## config.mk

```make
export PLATFORM = sky130hd
export DESIGN_NAME = xbar_slave_read_port
export DESIGN_NICKNAME = d
export VERILOG_FILES = /design/src/rtl/xbar_slave_read_port.sv
export SDC_FILE = /design/constraint.sdc
export NUM_CORES = 1
export LEC_CHECK = 0
export BUFFER_PORTS_ARGS = -buffer_cell sky130_fd_sc_hd__buf_2
export CORE_MARGIN = 3
export CORE_UTILIZATION = 50
export CTS_CLUSTER_DIAMETER = 200
export DETAILED_ROUTE_END_ITERATION = 8
export GPL_ROUTABILITY_DRIVEN = 0
export GPL_TIMING_DRIVEN = 1
export PLACE_DENSITY = 0.69
export SLEW_MARGIN = 20
export SYNTH_ARGS = -nofsm -noshare
export SYNTH_HDL_FRONTEND = slang
export SYNTH_SLANG_ARGS = --single-unit
```

## constraint.sdc

```tcl
create_clock -name ACLK -period 8.5 [get_ports ACLK]
set_clock_uncertainty 0.15 [all_clocks]
set_input_delay 1.7 -clock ACLK [delete_from_list [all_inputs] [get_ports ACLK]]
set_output_delay 1.7 -clock ACLK [all_outputs]
set_load 0.02 [all_outputs]
```

## src/rtl/xbar_slave_read_port.sv

```systemverilog
// Master-side read front-end of the crossbar: buffers and decodes outer-master AR
// requests, and arbitrates/buffers R bursts returned by the slave interfaces.
module xbar_slave_read_port #(
  parameter int unsigned ID_WIDTH           = 4,
  parameter int unsigned ADDR_WIDTH         = 32,
  parameter int unsigned LEN_WIDTH          = 4,
  parameter int unsigned SIZE_WIDTH         = 3,
  parameter int unsigned DATA_WIDTH         = 32,
  parameter int unsigned pending_depth      = 8,
  parameter int unsigned slaves             = 2,
  parameter int unsigned masters            = 2,
  parameter int unsigned i_am_master_number = 0,
  localparam int unsigned SW = $clog2(slaves),
  localparam int unsigned MW = (masters > 1) ? $clog2(masters) : 1
) (
  input  logic                                ACLK,
  input  logic                                ARESETn,
  input  logic [ID_WIDTH-1:0]                 ARID_M,
  input  logic [ADDR_WIDTH-1:0]               ARADDR_M,
  input  logic [LEN_WIDTH-1:0]                ARLEN_M,
  input  logic [SIZE_WIDTH-1:0]               ARSIZE_M,
  input  logic [1:0]                          ARBURST_M,
  input  logic                                ARVALID_M,
  output logic                                ARREADY_M,
  output logic [ID_WIDTH-1:0]                 RID_M,
  output logic [DATA_WIDTH-1:0]               RDATA_M,
  output logic [1:0]                          RRESP_M,
  output logic                                RLAST_M,
  output logic                                RVALID_M,
  input  logic                                RREADY_M,
  output logic [ID_WIDTH-1:0]                 ARID,
  output logic [ADDR_WIDTH-1:0]               ARADDR,
  output logic [LEN_WIDTH-1:0]                ARLEN,
  output logic [SIZE_WIDTH-1:0]               ARSIZE,
  output logic [1:0]                          ARBURST,
  output logic                                master_read_addr_fifo_empty,
  output logic [SW-1:0]                       read_addr_forward_dest_slave,
  input  logic [slaves-1:0]                   slave_read_addr_fifo_full,
  input  logic [slaves-1:0][MW-1:0]           grant_read_addr_forward_master,
  input  logic [slaves-1:0][ID_WIDTH-1:0]     RID_X,
  input  logic [slaves-1:0][DATA_WIDTH-1:0]   RDATA_X,
  input  logic [slaves-1:0][1:0]              RRESP_X,
  input  logic [slaves-1:0]                   RLAST_X,
  input  logic [slaves-1:0]                   slave_read_data_fifo_empty,
  input  logic [slaves-1:0][MW-1:0]           read_data_return_dest_master,
  output logic                                master_read_data_fifo_full,
  output logic [SW-1:0]                       master_grant_read_data_slave_number
);

  localparam int unsigned AW = $clog2(pending_depth);
  localparam logic [MW-1:0] MY_ID = MW'(i_am_master_number);
  localparam logic [AW:0]   DEPTH = (AW+1)'(pending_depth);

  typedef struct packed {
    logic [ID_WIDTH-1:0]   id;
    logic [ADDR_WIDTH-1:0] addr;
    logic [LEN_WIDTH-1:0]  len;
    logic [SIZE_WIDTH-1:0] size;
    logic [1:0]            burst;
    logic [SW-1:0]         dest;
  } ar_entry_t;

  typedef struct packed {
    logic [ID_WIDTH-1:0]   id;
    logic [DATA_WIDTH-1:0] data;
    logic [1:0]            resp;
    logic                  last;
  } r_entry_t;

  typedef enum logic {IDLE, LOCK} arb_state_t;

  // ---------------- AR FIFO ----------------
  ar_entry_t       ar_mem [pending_depth];
  logic [AW-1:0]   ar_wr_q, ar_rd_q;
  logic [AW:0]     ar_cnt_q;
  logic            ar_full, ar_empty, ar_push, ar_pop;
  logic [SW-1:0]   push_dest;
  ar_entry_t       ar_front;

  assign ar_full  = (ar_cnt_q == DEPTH);
  assign ar_empty = (ar_cnt_q == '0);
  assign ar_front = ar_mem[ar_rd_q];

  always_comb begin
    push_dest = ARADDR_M[ADDR_WIDTH-1 -: SW];
    if (32'(push_dest) >= slaves) push_dest = SW'(slaves - 1);
  end

  assign ARREADY_M = ARESETn & ~ar_full;
  assign ar_push   = ARVALID_M & ARREADY_M;
  // Mirrors the slave interface's push condition so both sides agree on the handoff.
  assign ar_pop    = ~ar_empty
                   & (grant_read_addr_forward_master[ar_front.dest] == MY_ID)
                   & ~slave_read_addr_fifo_full[ar_front.dest];

  always_ff @(posedge ACLK) begin
    if (ar_push) ar_mem[ar_wr_q] <= '{id: ARID_M, addr: ARADDR_M, len: ARLEN_M,
                                      size: ARSIZE_M, burst: ARBURST_M, dest: push_dest};
  end

  always_ff @(posedge ACLK or negedge ARESETn) begin
    if (!ARESETn) begin
      ar_wr_q  <= '0;
      ar_rd_q  <= '0;
      ar_cnt_q <= '0;
    end else begin
      if (ar_push) ar_wr_q <= ar_wr_q + AW'(1);
      if (ar_pop)  ar_rd_q <= ar_rd_q + AW'(1);
      case ({ar_push, ar_pop})
        2'b10:   ar_cnt_q <= ar_cnt_q + (AW+1)'(1);
        2'b01:   ar_cnt_q <= ar_cnt_q - (AW+1)'(1);
        default: ar_cnt_q <= ar_cnt_q;
      endcase
    end
  end

  assign ARID    = ar_front.id;
  assign ARADDR  = ar_front.addr;
  assign ARLEN   = ar_front.len;
  assign ARSIZE  = ar_front.size;
  assign ARBURST = ar_front.burst;
  assign read_addr_forward_dest_slave = ar_front.dest;
  assign master_read_addr_fifo_empty  = ar_empty;

  // ---------------- R arbiter ----------------
  arb_state_t      state_q;
  logic [SW-1:0]   grant_q, rr_ptr_q, pick_idx;
  logic            grant_valid_q, pick_found;
  logic [slaves-1:0] req;
  logic            r_full, r_empty, r_push, r_pop;

  always_comb begin
    for (int unsigned s = 0; s < slaves; s++)
      req[s] = ~slave_read_data_fifo_empty[s] & (read_data_return_dest_master[s] == MY_ID);
  end

  always_comb begin
    int unsigned k;
    k          = 0;
    pick_idx   = '0;
    pick_found = 1'b0;
    for (int unsigned i = 0; i < slaves; i++) begin
      k = (32'(rr_ptr_q) + i) % slaves;
      if (!pick_found && req[SW'(k)]) begin
        pick_found = 1'b1;
        pick_idx   = SW'(k);
      end
    end
  end

  assign r_push = (state_q == LOCK) & req[grant_q] & ~r_full;

  always_ff @(posedge ACLK or negedge ARESETn) begin
    if (!ARESETn) begin
      state_q       <= IDLE;
      grant_q       <= '0;
      grant_valid_q <= 1'b0;
      rr_ptr_q      <= '0;
    end else begin
      case (state_q)
        IDLE: if (pick_found) begin
          state_q       <= LOCK;
          grant_q       <= pick_idx;
          grant_valid_q <= 1'b1;
        end
        LOCK: if (r_push && RLAST_X[grant_q]) begin
          state_q       <= IDLE;
          grant_valid_q <= 1'b0;
          rr_ptr_q      <= SW'((32'(grant_q) + 1) % slaves);
        end
        default: state_q <= IDLE;
      endcase
    end
  end

  // Force "full" while unlocked so no slave pops against a stale grant number.
  assign master_read_data_fifo_full          = r_full | ~grant_valid_q;
  assign master_grant_read_data_slave_number = grant_q;

  // ---------------- R FIFO ----------------
  r_entry_t        r_mem [pending_depth];
  logic [AW-1:0]   r_wr_q, r_rd_q;
  logic [AW:0]     r_cnt_q;
  r_entry_t        r_front;

  assign r_full  = (r_cnt_q == DEPTH);
  assign r_empty = (r_cnt_q == '0);
  assign r_pop   = ~r_empty & RREADY_M;
  assign r_front = r_mem[r_rd_q];

  always_ff @(posedge ACLK) begin
    if (r_push) r_mem[r_wr_q] <= '{id: RID_X[grant_q], data: RDATA_X[grant_q],
                                   resp: RRESP_X[grant_q], last: RLAST_X[grant_q]};
  end

  always_ff @(posedge ACLK or negedge ARESETn) begin
    if (!ARESETn) begin
      r_wr_q  <= '0;
      r_rd_q  <= '0;
      r_cnt_q <= '0;
    end else begin
      if (r_push) r_wr_q <= r_wr_q + AW'(1);
      if (r_pop)  r_rd_q <= r_rd_q + AW'(1);
      case ({r_push, r_pop})
        2'b10:   r_cnt_q <= r_cnt_q + (AW+1)'(1);
        2'b01:   r_cnt_q <= r_cnt_q - (AW+1)'(1);
        default: r_cnt_q <= r_cnt_q;
      endcase
    end
  end

  assign RVALID_M = ~r_empty;
  assign RID_M    = r_front.id;
  assign RDATA_M  = r_front.data;
  assign RRESP_M  = r_front.resp;
  assign RLAST_M  = r_front.last;

endmodule

```

==> results of run 1 <==
[power by group through the flow]
stage / Sequential (mW) / Clock [mW] / Combinational, mW
after floorplan: 4.40 / 0 / 2.52
after detailed placement: 4.64 / 0 / 3.26
final: 4.55 / 3.04 / 3.19
after CTS: 4.57 / 3.11 / 3.27
after global placement: 4.62 / 0 / 3.22
after global routing: 4.61 / 3.24 / 3.45
[flip-flops by register name (all words and copies together) (netlist names)]
name,flops
master_grant_read_data_slave_number,1
state_q,1
ar_mem,360
r_cnt_q,4
ar_rd_q,3
r_mem,312
ar_wr_q,3
rr_ptr_q,1
r_wr_q,3
grant_valid_q,1
ar_cnt_q,4
r_rd_q,3
[path summary, 6_finish.rpt]
kind	slack, ps	end	start
worst max-delay path	3200	RDATA_M[16]	r_rd_q[0]
worst min-delay path	330	r_cnt_q[3]	r_cnt_q[3]
worst max register to register	4690	ar_cnt_q[3]	ar_rd_q[0]
worst min register to register	330	r_cnt_q[3]	r_cnt_q[3]
max in group asynchronous	6810	ar_rd_q[1]	ARESETn
min in group asynchronous	950	ar_cnt_q[0]	ARESETn
[cell usage after synthesis, drive strengths merged]
| cell type | number | area, µm² |
|---|---|---|
| nor4b | 1 | 8.76 |
| mux2i | 7 | 70.1 |
| nor2 | 17 | 63.8 |
| nor4 | 1 | 6.26 |
| fa | 2 | 40.0 |
| ha | 10 | 125 |
| dfrtp | 24 | 601 |
| mux4 | 167 | 3760 |
| a21boi | 1 | 7.51 |
| nand3 | 2 | 10.0 |
| xnor2 | 10 | 87.6 |
| edfxtp | 672 | 20200 |
| buf | 24 | 130 |
| a21o | 2 | 15.0 |
| or4 | 1 | 7.51 |
| and3 | 1 | 6.26 |
| and2 | 1 | 6.26 |
| clkinv | 1 | 3.75 |
| nand2 | 19 | 71.3 |
| xor2 | 5 | 43.8 |
| a21oi | 4 | 20.0 |
| clkbuf | 30 | 113 |
| nor3 | 9 | 45.0 |
| o21ai | 5 | 28.8 |
| a2111oi | 1 | 8.76 |
| mux2 | 126 | 1420 |
| nand2b | 5 | 31.3 |
| inv | 11 | 41.3 |
| o2bb2ai | 1 | 8.76 |
| nor3b | 1 | 7.51 |
[layout make-up]
cell class | count | area (µm²)
Fill cell | 3754 | 21700
Sequential cell | 696 | 20800
Multi-Input combinational cell | 399 | 6000
Clock buffer | 84 | 1870
Timing Repair Buffer | 246 | 1290
Tap cell | 688 | 861
Clock inverter | 40 | 412
Inverter | 12 | 45.0
Antenna cell | 2 | 5.00
[logic make-up after synthesis]
kind of cell | Yosys count | share of synthesized area [%]
compound gates | 14 | 0.329
simple gates | 58 | 0.979
fa+ha+maj | 12 | 0.612
xor+xnor | 15 | 0.487
flops | 696 | 77.1
mux | 300 | 19.5
buf+inv | 66 | 1.07
[routing by layer]
layer / up-vias / wire length, µm / GRT usage [%] / part of all wire, %
li1: 5394 / - / - / -
met1: 6490 / 20900 / 24.7 / 41
met5: - / 84 / 0 / 0.16
met2: 325 / 26300 / 30.8 / 51
met4: 14 / 921 / 5.06 / 1.8
met3: 88 / 3320 / 4.82 / 6.4
==> impl_metrics.yaml, run 1 <==
outcome:
  status: "complete, no violations"
cts:
  tritoncts: "built"
  htreeDepth: 3
  cts_made_buffers: 71
  ctsLongestPathBuffers: 3
  clk_pin_slew_ps: 60
  ctsResizeCount: 0
  cts_hold_buf: 0
  cts-root-buf: "clkbuf_16"
  post_cts_buffers: 0
  clk_latency_ps: 590
  cts.sinks: 696
timing:
  setup_viol: 0
  rsz0062_at_grt: "no"
  tightest_slew_ps: 1020
  period_needed_ps: 5300
  slew_viol_final: 0
  hold_slack_ps: 334
  relSlewSlack_pct: 32.1
  min_period_over_period_pct: 62.3
  fmax_mhz: 189
  hold_violations: 0
  tns_ps: 0
  setup_slack_ps: 3200
pwr:
  switchingPower_mw: 3.24
  power_density_mw_per_mm2: 345
  combPwrFrac_pct: 29.6
  pwr-share-clk_pct: 28.2
  p_sw_share_pct: 30.0
  pwr-share-seq_pct: 42.2
  intPower_mw: 7.55
  total_power_mw: 10.8
  max-vdd-ir-drop_v: 0.000279
  p_leak_nw: 10.4
cells_and_area:
  layout_commonest_cell: "edfxtp_1"
  fin_cells: 2167
  final_cell_mix: "edfxtp_1 (672), buf_2 (224), mux4_2 (167)"
  area_growth_pct: 16.0
  final_area_mm2: 0.0313
  drive_gt1_share_pct: 44.5
  final_nets: 1573
  final_core_util_pct: 59.0
yosys:
  yosys_warnings: 0
  avgSynthCellArea_um2: 23.2
  ys_ff_latch: 696
  yosysUniqueCellTypes: 35
  syn_nets: 1308
  yosysSeqAreaShare_pct: 77.1
  synth_area_mm2: 0.0270
  syn-instance-count: 1161
place:
  dpl_worst_slack_ps: 3690
  placed_cells: 2041
  port_buffers: 224
  place_area_mm2: 0.0290
  dp_hpwl_um: 27600
worst_hold_path:
  whs_path_depth: 1
  min_path_type: "flip-flop to flip-flop"
setup_path:
  worst-path-stages: 4
  cp_top_family: "buffers and inverters"
  worst-setup-path-type: "flip-flop to output port"
  startpoint_type: "flip-flop"
  reg2reg_depth: 11
  cp_num_buf_inv: 2
  crit_chain: "buf_4, mux4_2, mux2_2, buf_2"
  critPathMaxStageDelay_ps: 910
  cp-end-kind: "output port"
  crit_path_top_delay_cell: "dfrtp_4"
  worstPathArrival_ps: 3450
  required_ps: 6650
  crit_fanout: 45
floorplanning:
  die-area_mm2: 0.0568
  die_w_um: 238
  dieHeight_um: 238
  ios: 225
  floorplan.rows: 84
  core_mm2: 0.0530
  start_util_pct: 50.9
grt:
  track_usage_pct: 18.5
  grt_max_degree: 71
  grt_overflow: 0
  grt_pass1_wl_um: 78300
  grt_pass1_vias: 13000
  antenna_found_initial: 10
detailed_routing:
  wl_um: 51500
  route.detailed.drc: 0
  wire_per_inst_um: 23.8
  drt_first_pass_iters: 5
  postRouteAntennaNets: 0
  drt-initial-drc-count: 925
  vias: 12300
  viasPerCell: 5.68
job:
  drv_cap: 0
No activity file was read; power rests on OpenSTA's default activity.
==> run 2, diff against run 1 <==
PLACE_DENSITY = 0.71   (was 0.69)
clock period = 4.5 ns   (was 8.5 ns; I/O delays follow)
==> impl_metrics.yaml, run 2 (same netlist as run 1, synthesis figures left out) <==
timing:
  period_needed_ps: 3930
  setup_slack_ps: 571
  hold_violations: 0
  relSlewSlack_pct: 42.3
  fmax_mhz: 254
  tns_ps: 0
  tightest_slew_ps: 865
  setup_viol: 0
  min_period_over_period_pct: 87.3
  rsz0062_at_grt: "no"
  slew_viol_final: 0
  hold_slack_ps: 148
cts:
  cts_hold_buf: 0
  tritoncts: "built"
  ctsResizeCount: 0
  htreeDepth: 3
  cts.sinks: 696
  clk_pin_slew_ps: 60
  clk_latency_ps: 600
  ctsLongestPathBuffers: 3
  cts-root-buf: "clkbuf_16"
  cts_made_buffers: 70
  post_cts_buffers: 0
grt:
  grt_overflow: 0
  antenna_found_initial: 10
  grt_pass1_wl_um: 79100
  grt_max_degree: 56
  track_usage_pct: 18.6
  grt_pass1_vias: 13200
setup_path:
  required_ps: 3450
  timing.rr.end: "ar_cnt_q[3]"
  critPathMaxStageDelay_ps: 960
  reg2reg_depth: 10
  worstSetupEndpoint: "ARADDR[14]"
  worstPathArrival_ps: 2880
  setup.worst_path.start: "ar_rd_q[1]"
  cp-end-kind: "output port"
  startpoint_type: "flip-flop"
  worst-setup-path-type: "flip-flop to output port"
  crit_chain: "buf_4, mux4_2, mux2_2, buf_2"
  crit_path_top_delay_cell: "dfrtp_4"
  crit-reg2reg-launch: "ar_rd_q[0]"
  ff2ff_setup_slack_ps: 1230
  crit_fanout: 55
cells_and_area:
  area_growth_pct: 16.2
  fin_cells: 2174
  final_nets: 1578
  layout_commonest_cell: "edfxtp_1"
  drive_gt1_share_pct: 44.4
  largest_register: "ar_mem"
  multi_input_area_mm2: 0.00604
  top_regs: "ar_mem x360, r_mem x312"
  largest_reg_flops: 360
  seq_area_mm2: 0.0208
  n_fill_cell: 3749
  final_cell_mix: "edfxtp_1 (672), buf_2 (224), mux4_2 (167)"
detailed_routing:
  postRouteAntennaNets: 0
  wire_per_inst_um: 23.6
  route.detailed.drc: 0
  vias: 12300
  wl_um: 51200
  viasPerCell: 5.68
  drt-initial-drc-count: 784
  drt_first_pass_iters: 6
floorplanning:
  die-area_mm2: 0.0568
  start_util_pct: 50.9
  floorplan.rows: 84
  dieHeight_um: 238
  core_mm2: 0.0530
  ios: 225
  die_w_um: 238
pwr:
  max-vdd-ir-drop_v: 0.000595
  power_density_mw_per_mm2: 646
  p_leak_nw: 10.4
place:
  dp_hpwl_um: 28000
  placed_cells: 2047
  dpl_worst_slack_ps: 875
  port_buffers: 224
job:
  drv_cap: 0
worst_hold_path:
  min_path_type: "input port to asynchronous set/reset pin"
outcome:
  status: "complete, no violations"
## run 2: worst min-delay path by stage
stage,from,to,slack (ps),cells after the start
finish,ARESETn,grant_valid_q,150,2
global route,ARESETn,r_rd_q[0],140,2
CTS,ARESETn,r_rd_q[1],110,2
detailed placement,ar_cnt_q[3],ar_cnt_q[3],330,1
global placement,ar_cnt_q[3],ar_cnt_q[3],320,1
floorplan,ar_cnt_q[3],ar_cnt_q[3],300,1
## run 2: power breakdown
part	total (mW)	internal (mW)	switching, mW
Sequential	8.59	8.00	0.592
Combinational	6.19	2.91	3.28
Clock	5.44	3.12	2.32
## run 2: worst max-delay path, delay by kind of cell (launching register included)
kind,cells,cell delay [ps]
buf+inv,2,590
flops,1,960
mux,2,660
## run 2: cell type report
| cell class | instances | share of cell area, % |
|---|---|---|
| diodes | 4 | 0.0320 |
| clock buffers | 94 | 5.98 |
| clock inverters | 29 | 0.883 |
| inverters | 12 | 0.144 |
| multi-input cells | 399 | 19.3 |
| flip-flops and latches | 696 | 66.4 |
| well taps | 688 | 2.75 |
| repair buffers | 252 | 4.53 |
## run 2: per-layer routing
metal	wire length (µm)	GRT usage, %
met5	76	0
met4	1220	5.50
met3	3270	5.04
met2	26100	31.2
met1	20600	24.2
## run 2: stage by stage
stage	cell area [µm²]	power [mW]	utilization, %
detailed placement	29200	15.1	55.1
floorplan	27000	13.1	-
global route	31300	21.2	59.1
finish	31300	20.2	59.1
global placement	29200	15.0	55.1
CTS	31300	20.5	59.1
==> run 3, diff against run 2 <==
CAP_MARGIN = 20   (was not set)
CORE_UTILIZATION = 55   (was 50)
CTS_BUF_LIST = sky130_fd_sc_hd__clkbuf_4 sky130_fd_sc_hd__clkbuf_8   (was not set)
PLACE_DENSITY = 0.77   (was 0.71)
==> impl_metrics.yaml, run 3 (same netlist as run 1, synthesis figures left out) <==
outcome:
  status: "complete, no violations"
setup_path:
  crit_chain: "buf_4, mux4_2, mux2_2, buf_2"
  cp-end-kind: "output port"
  worst-setup-path-type: "flip-flop to output port"
  crit_path_top_delay_cell: "dfrtp_4"
  crit-reg2reg-launch: "ar_rd_q[1]"
  startpoint_type: "flip-flop"
  crit_fanout: 48
  required_ps: 3450
  worstPathArrival_ps: 2860
  setup.worst_path.start: "ar_rd_q[1]"
  critPathMaxStageDelay_ps: 890
detailed_routing:
  vias: 12600
  drt-initial-drc-count: 817
  wire_per_inst_um: 23.7
  viasPerCell: 5.79
  route.detailed.drc: 0
  drt_first_pass_iters: 6
  wl_um: 51700
  postRouteAntennaNets: 0
pwr:
  pwr-share-clk_pct: 25.9
  switchingPower_mw: 6.24
  total_power_mw: 20.0
  pwr-share-seq_pct: 42.8
  combPwrFrac_pct: 31.4
  power_density_mw_per_mm2: 638
  p_sw_share_pct: 31.2
  max-vdd-ir-drop_v: 0.000422
  intPower_mw: 13.8
  p_leak_nw: 10.5
grt:
  grt_max_degree: 49
  grt_overflow: 0
  antenna_found_initial: 12
  grt_pass1_wl_um: 79200
  grt_pass1_vias: 13500
  track_usage_pct: 20.7
timing:
  rsz0062_at_grt: "no"
  hold_slack_ps: 322
  hold_violations: 0
  slew_viol_final: 0
  tightest_slew_ps: 821
  setup_slack_ps: 593
  min_period_over_period_pct: 86.8
  period_needed_ps: 3910
  setup_viol: 0
  fmax_mhz: 256
  relSlewSlack_pct: 45.3
place:
  dpl_worst_slack_ps: 909
  dp_hpwl_um: 29100
  port_buffers: 224
  place_area_mm2: 0.0292
floorplanning:
  die_w_um: 227
  core_mm2: 0.0480
  floorplan.rows: 80
  die-area_mm2: 0.0517
  dieHeight_um: 227
  start_util_pct: 56.1
  ios: 225
cts:
  cts_made_buffers: 107
  htreeDepth: 3
  post_cts_buffers: 0
  clk_latency_ps: 690
  clk_pin_slew_ps: 70
  cts.sinks: 696
  cts_hold_buf: 1
  ctsLongestPathBuffers: 3
  cts-root-buf: "clkbuf_8"
  ctsResizeCount: 0
  tritoncts: "built"
cells_and_area:
  layout_commonest_cell: "edfxtp_1"
  drive_gt1_share_pct: 47.6
  top_regs: "ar_mem x360, r_mem x312"
  final_area_mm2: 0.0313
  largest_register: "ar_mem"
  final_core_util_pct: 65.2
  final_cell_mix: "edfxtp_1 (672), buf_2 (224), mux4_2 (167)"
  final_nets: 1621
  area_growth_pct: 16.2
  largest_reg_flops: 360
worst_hold_path:
  min_path_type: "input port to flip-flop"
  hp-start: "ARADDR_M[31]"
job:
  drv_cap: 0
==> run 3: power by group through the flow <==
stage                     combinational [mW]  clock (mW)  sequential, mW
after detailed placement                6.38           0            8.70
final                                   6.28        5.17            8.56
after global routing                    6.77        5.57            8.64
after floorplan                         4.77           0            8.31
after global placement                  6.29           0            8.66
after CTS                               6.42        5.30            8.57
==> run 3: worst paths after layout <==
path                                 endpoint  slack [ps]  cells past startpoint
worst max-delay path               ARADDR[27]         590                      4
worst min-delay path            ar_mem[6][41]         320                      1
worst max register to register    ar_cnt_q[3]        1320                      9
worst min register to register    ar_cnt_q[3]         330                      1
max in group asynchronous           r_rd_q[0]        3320                      3
min in group asynchronous          ar_rd_q[2]         590                      3
==> run 3: routing by layer <==
layer / track usage [%] / wire [µm] / up-vias
met1: 26.3 / 19800 / 6568
li1: - / - / 5522
met4: 7.63 / 1350 / 12
met2: 34.1 / 26300 / 392
met5: 0 / 67 / -
met3: 6.34 / 4170 / 116
==> run 3: final cells by class <==
| type | count | area (µm²) |
|---|---|---|
| Antenna cell | 5 | 12.5 |
| Clock inverter | 48 | 348 |
| Sequential cell | 696 | 20800 |
| Fill cell | 3064 | 16700 |
| Timing Repair Buffer | 258 | 1530 |
| Clock buffer | 146 | 1800 |
| Inverter | 12 | 45.0 |
| Tap cell | 615 | 769 |
| Multi-Input combinational cell | 399 | 6040 |
==> run 3: metrics by stage <==
stage | std cells | setup TNS [ps]
after floorplan | 1161 | -60540
after global placement | 1979 | 0
after detailed placement | 1979 | 0
after CTS | 2174 | 0
after global routing | 2175 | 0
final | 2179 | 0
==> run 3: worst max-delay path: cells and delay by family, from the launching register on <==
| kind | cells | cell delay, ps |
|---|---|---|
| mux | 2 | 640 |
| flops | 1 | 890 |
| buf+inv | 2 | 630 |
